## config.mk

```make
export PLATFORM = sky130hd
export DESIGN_NAME = logic_op_sequencer
export DESIGN_NICKNAME = d
export VERILOG_FILES = /design/src/rtl/logic_unit_pkg.sv /design/src/rtl/logic_result_reg.sv /design/src/rtl/logic_op_sequencer.sv
export SDC_FILE = /design/constraint.sdc
export NUM_CORES = 1
export LEC_CHECK = 0
export BUFFER_PORTS_ARGS = -buffer_cell sky130_fd_sc_hd__buf_2
export CAP_MARGIN = 25
export CORE_ASPECT_RATIO = 1.75
export CORE_MARGIN = 3
export CORE_UTILIZATION = 25
export DETAILED_ROUTE_END_ITERATION = 7
export GPL_TIMING_DRIVEN = 0
export PLACE_DENSITY = 0.55
export SLEW_MARGIN = 40
export SYNTH_ARGS = -nofsm -noshare
export SYNTH_HDL_FRONTEND = slang
export SYNTH_SLANG_ARGS = --single-unit
```

## constraint.sdc

```tcl
create_clock -name clk -period 1.5 [get_ports clk]
set_input_delay 0.225 -clock clk [delete_from_list [all_inputs] [get_ports clk]]
set_output_delay 0.225 -clock clk [all_outputs]
set_load 0.01 [all_outputs]
```

## src/rtl/logic_unit_pkg.sv

```systemverilog
// rtl/logic_unit_pkg.sv - shared op encoding, sequencer states and default widths
package logic_unit_pkg;

  localparam int WIDTH_DEF = 8;
  localparam int OP_W_DEF  = 3;

  localparam logic [2:0] OP_AND   = 3'd0;
  localparam logic [2:0] OP_OR    = 3'd1;
  localparam logic [2:0] OP_XOR   = 3'd2;
  localparam logic [2:0] OP_NOT_A = 3'd3;
  localparam logic [2:0] OP_NOR   = 3'd4;
  localparam logic [2:0] OP_XNOR  = 3'd5;
  localparam logic [2:0] OP_NOT_B = 3'd6;
  localparam logic [2:0] OP_NAND  = 3'd7;

  typedef enum logic [1:0] {
    IDLE  = 2'd0,
    DRIVE = 2'd1,
    HOLD  = 2'd2
  } seq_state_e;

endpackage

```

## src/rtl/logic_result_reg.sv

```systemverilog
// rtl/logic_result_reg.sv - result capture register, held bit-stable until the consumer takes it
module logic_result_reg
  import logic_unit_pkg::*;
#(
  parameter int WIDTH = WIDTH_DEF,
  parameter int OP_W  = OP_W_DEF
) (
  input  logic             clk,
  input  logic             rst,
  input  logic             capture_i,
  input  logic [WIDTH-1:0] y_i,
  input  logic [OP_W-1:0]  op_i,
  input  logic             last_i,
  input  logic             ready_i,
  output logic             valid_o,
  output logic [WIDTH-1:0] y_o,
  output logic [OP_W-1:0]  op_o,
  output logic             zero_o,
  output logic             last_o
);

  logic             valid_q;
  logic [WIDTH-1:0] y_q;
  logic [OP_W-1:0]  op_q;
  logic             zero_q;
  logic             last_q;

  // Payload only changes on capture; a completed handshake just drops valid.
  always_ff @(posedge clk or posedge rst) begin
    if (rst) begin
      valid_q <= 1'b0;
      y_q     <= '0;
      op_q    <= '0;
      zero_q  <= 1'b0;
      last_q  <= 1'b0;
    end else if (capture_i) begin
      valid_q <= 1'b1;
      y_q     <= y_i;
      op_q    <= op_i;
      zero_q  <= (y_i == '0);
      last_q  <= last_i;
    end else if (valid_q && ready_i) begin
      valid_q <= 1'b0;
    end
  end

  assign valid_o = valid_q;
  assign y_o     = y_q;
  assign op_o    = op_q;
  assign zero_o  = zero_q;
  assign last_o  = last_q;

endmodule

```

## src/rtl/logic_op_sequencer.sv

```systemverilog
// rtl/logic_op_sequencer.sv - command sequencer driving an external logic unit, single-op or full sweep
module logic_op_sequencer
  import logic_unit_pkg::*;
#(
  parameter int WIDTH = WIDTH_DEF,
  parameter int OP_W  = OP_W_DEF
) (
  input  logic             clk,
  input  logic             rst,
  input  logic             cmd_valid,
  output logic             cmd_ready,
  input  logic [WIDTH-1:0] cmd_a,
  input  logic [WIDTH-1:0] cmd_b,
  input  logic [OP_W-1:0]  cmd_op,
  input  logic             cmd_sweep,
  output logic [WIDTH-1:0] lu_a,
  output logic [WIDTH-1:0] lu_b,
  output logic [OP_W-1:0]  lu_s,
  input  logic [WIDTH-1:0] lu_y,
  output logic             res_valid,
  input  logic             res_ready,
  output logic [WIDTH-1:0] res_y,
  output logic [OP_W-1:0]  res_op,
  output logic             res_zero,
  output logic             res_last
);

  localparam logic [OP_W-1:0] LAST_OP = {OP_W{1'b1}};

  seq_state_e       state_q;
  logic [WIDTH-1:0] lu_a_q;
  logic [WIDTH-1:0] lu_b_q;
  logic [OP_W-1:0]  lu_s_q;
  logic             sweep_q;
  logic             capture;
  logic             last_d;

  assign capture = (state_q == DRIVE);
  assign last_d  = !sweep_q || (lu_s_q == LAST_OP);

  always_ff @(posedge clk or posedge rst) begin
    if (rst) begin
      state_q <= IDLE;
      lu_a_q  <= '0;
      lu_b_q  <= '0;
      lu_s_q  <= '0;
      sweep_q <= 1'b0;
    end else begin
      case (state_q)
        IDLE: begin
          if (cmd_valid) begin
            lu_a_q  <= cmd_a;
            lu_b_q  <= cmd_b;
            lu_s_q  <= cmd_sweep ? '0 : cmd_op;
            sweep_q <= cmd_sweep;
            state_q <= DRIVE;
          end
        end
        DRIVE: state_q <= HOLD;
        HOLD: begin
          // res_last stops a sweep at the top op, so lu_s never wraps.
          if (res_ready) begin
            if (res_last) begin
              state_q <= IDLE;
            end else begin
              lu_s_q  <= lu_s_q + 1'b1;
              state_q <= DRIVE;
            end
          end
        end
        default: state_q <= IDLE;
      endcase
    end
  end

  // Held low for the whole of reset even though the state already reads IDLE.
  assign cmd_ready = (state_q == IDLE) && !rst;
  assign lu_a      = lu_a_q;
  assign lu_b      = lu_b_q;
  assign lu_s      = lu_s_q;

  logic_result_reg #(
    .WIDTH (WIDTH),
    .OP_W  (OP_W)
  ) u_result (
    .clk       (clk),
    .rst       (rst),
    .capture_i (capture),
    .y_i       (lu_y),
    .op_i      (lu_s_q),
    .last_i    (last_d),
    .ready_i   (res_ready),
    .valid_o   (res_valid),
    .y_o       (res_y),
    .op_o      (res_op),
    .zero_o    (res_zero),
    .last_o    (res_last)
  );

endmodule
```

==> reports/summary.txt <==
Net count after synthesis -> 137
Number of cell rows -> 36
Synthesized instance count -> 103
Placed cell area -> 1960 µm²
CTS tree -> done
Critical path class -> register to register
H-tree depth -> 2
Wire length on met2 -> 1.64 mm
CP Max Fanout -> 2
Vias -> 1069
Vias/cell -> 4.18
First-pass GRT wire length -> 5.43 mm
Post-synthesis simple-gate area fraction -> 7.65%
CTS buffer count -> 5
Later-pin clock latency in the skew report -> 0.28 ns
Vias in the first global route -> 1189
CTS Sinks -> 36
Library cells used by synthesis -> 19
Max-cap viol count -> 0
Xor and xnor area share after synthesis -> 0%
Slew HR -> 67.7%
Final min period -> 1.45 ns
Crit path DAT -> 1.62 ns
Largest net degree at the start of global routing -> 22
I/O pins -> 66
Detailed Routing Iterations Pass 1 -> 2
TNS Setup -> 0 ns
Commonest cells in the netlist -> dfrtp_1, mux2_2, nor2b_1, o21ai_0
Tot GR Track Use -> 10.1%
Port Buffers -> 65
Status -> finished clean
Slew Limit Fails -> 0
Worst-case vdd ir drop -> 0.954 mV
Post-route cell area -> 2090 µm²
CORE AREA -> 5720 µm²
Synth top area cells -> dfrtp_1, mux2_2, nor2b_1
Clk_skew -> 0.00500 ns
Synthesis-stage register bit count -> 36
Post-synth top area cell -> dfrtp_1
Setup Viol. Count Final -> 0
Power Dens Cells -> 2050 nW/µm²
WL final -> 3.30 mm
Met3 Wirelength -> 244 µm
Area share of the largest cell type after synthesis -> 59.9%
CP Capture Type -> register
Initial drt markers -> 22
Dpl hpwl -> 2.61 mm
Largest family of logic cells by synthesized area -> multiplexers
Final period util -> 96.9%
Clk root buf -> clkbuf_8
Routability cong. -> 0.660
Layout Area Growth over Synthesis -> 38.6%
Top FF cell, synth -> dfrtp_1
Wire length on met1 -> 1.35 mm
Most frequent cell after synthesis -> dfrtp_1
Syn_area_per_cell -> 14.6 µm²
# fillers -> 602
# diodes -> 0
Leakage -> 1.01 nW
Worst-path clk slew -> 0.07 ns
Sequential share of the synthesized area -> 59.9%
Starting Density -> 26.3%
Horiz. Die Dim -> 64.7 µm
Initial antenna violation count -> 0
CP startpoint kind -> register
Adder-Cell Fraction of Synth Area -> 1.66%
Max Fclk -> 688 MHz
Synth Cell Area -> 1510 µm²
Worst Path Required -> 1.67 ns
Mux cell area share after synthesis -> 23.7%
Ys async rst share -> 100%
Final Power -> 4.27 mW
Grt total ovfl -> 0
Compound-Gate Fraction of Synth Area -> 4.41%
Worst slew pin tran -> 0.483 ns
Share of layout cells above drive strength 1 -> 65.0%
Post-synth EDFFs -> 0
DR WL/cell -> 12.9 µm
YS warnings -> 0
Routed Antenna Nets -> 0
Worst min path class -> input pin to register
CTS Buffer Depth -> 2
Top sig layer -> met4
Die Span Y -> 109 µm
Die ar. -> 7020 µm²
# nets final -> 214
RSZ-0062 raised after global routing -> no
Drc violations -> 0
Place WS -> -0.215 ns
Final WS setup -> 0.0464 ns
Hold WS -> 0.144 ns
Fin. Hold Viols -> 0
[report_power, final]
group	internal, mW	switching, mW
clock	0.409	0.327
combinational	1.01	0.819
sequential	1.45	0.260
[cells in the final DEF, fill, tap and decap left out]
cell type,count
a211oi_1,1
a31o_2,1
buf_16,1
buf_2,65
buf_4,5
buf_6,1
clkbuf_8,7
dfrtp_1,35
dfrtp_2,1
dlygate4sd3_1,1
ha_1,1
ha_2,1
inv_1,3
inv_2,1
mux2_2,29
mux2_4,2
nand2_1,4
nand2b_1,3
nand2b_2,1
nor2b_1,5
nor3_1,2
nor3b_4,1
nor4_1,2
o21ai_0,5
o21bai_4,1
o22ai_1,1
[routing by layer]
metal  GRT usage, %  vias to the layer above
li1               -                      511
met1           11.5                      508
met2           17.2                       45
met3           3.09                        5
met4           4.54                        0
met5              0                        -
[layout make-up]
type | count | area [µm²] | area share, %
flip-flops and latches | 36 | 902 | 43.3
multi-input cells | 60 | 566 | 27.1
repair buffers | 70 | 385 | 18.5
clock buffers | 7 | 96.3 | 4.62
well taps | 76 | 95.1 | 4.56
plain buffers | 3 | 26.3 | 1.26
inverters | 4 | 15.0 | 0.720
[sequential cells by signal (all words and copies together) (netlist names)]
signal	count
state_q	2
lu_b	8
u_result.y_o	8
u_result.op_o	3
lu_a	8
u_result.last_o	1
lu_s	3
u_result.valid_o	1
u_result.zero_o	1
sweep_q	1
[final timing paths]
path,startpoint,endpoint,slack (ns),cells after the start
max in group asynchronous,rst,lu_a[7],0.53,4
worst min register to register,u_result.zero_o,u_result.zero_o,0.48,2
worst min-delay path,res_ready,u_result.valid_o,0.14,2
worst max register to register,lu_s[1],lu_s[2],0.05,4
worst max-delay path,lu_s[1],lu_s[2],0.05,4
min in group asynchronous,rst,u_result.zero_o,0.52,3
[worst max-delay path, stage by stage (launching register included)]
cell and delay [ns]:
dfrtp_1 0.39, ha_2 0.18, ha_1 0.26, mux2_2 0.26, mux2_4 0.25
[cell families after synthesis]
group | after synthesis
AND/OR/NAND/NOR | 18
adder cells (fa/ha/maj) | 2
multiplexers | 31
flip-flops | 36
buffers and inverters | 7
AO/OA/AOI/OAI | 9
[stage by stage]
stage	util, %	std cells
after floorplan	-	103
after global placement	33.7	244
after detailed placement	34.2	245
after CTS	36.3	255
after global routing	36.5	256
final	36.5	256
[what timing repair did]
item	in CTS	in global routing
gates resized for setup	0	1
hold buffers	1	0
endpoints found under the setup margin	19	4
pin swaps	1	1
buffers inserted	2	1
endpoints found under the hold margin	20	0
Note: power is estimated with default switching activity, not from simulation.
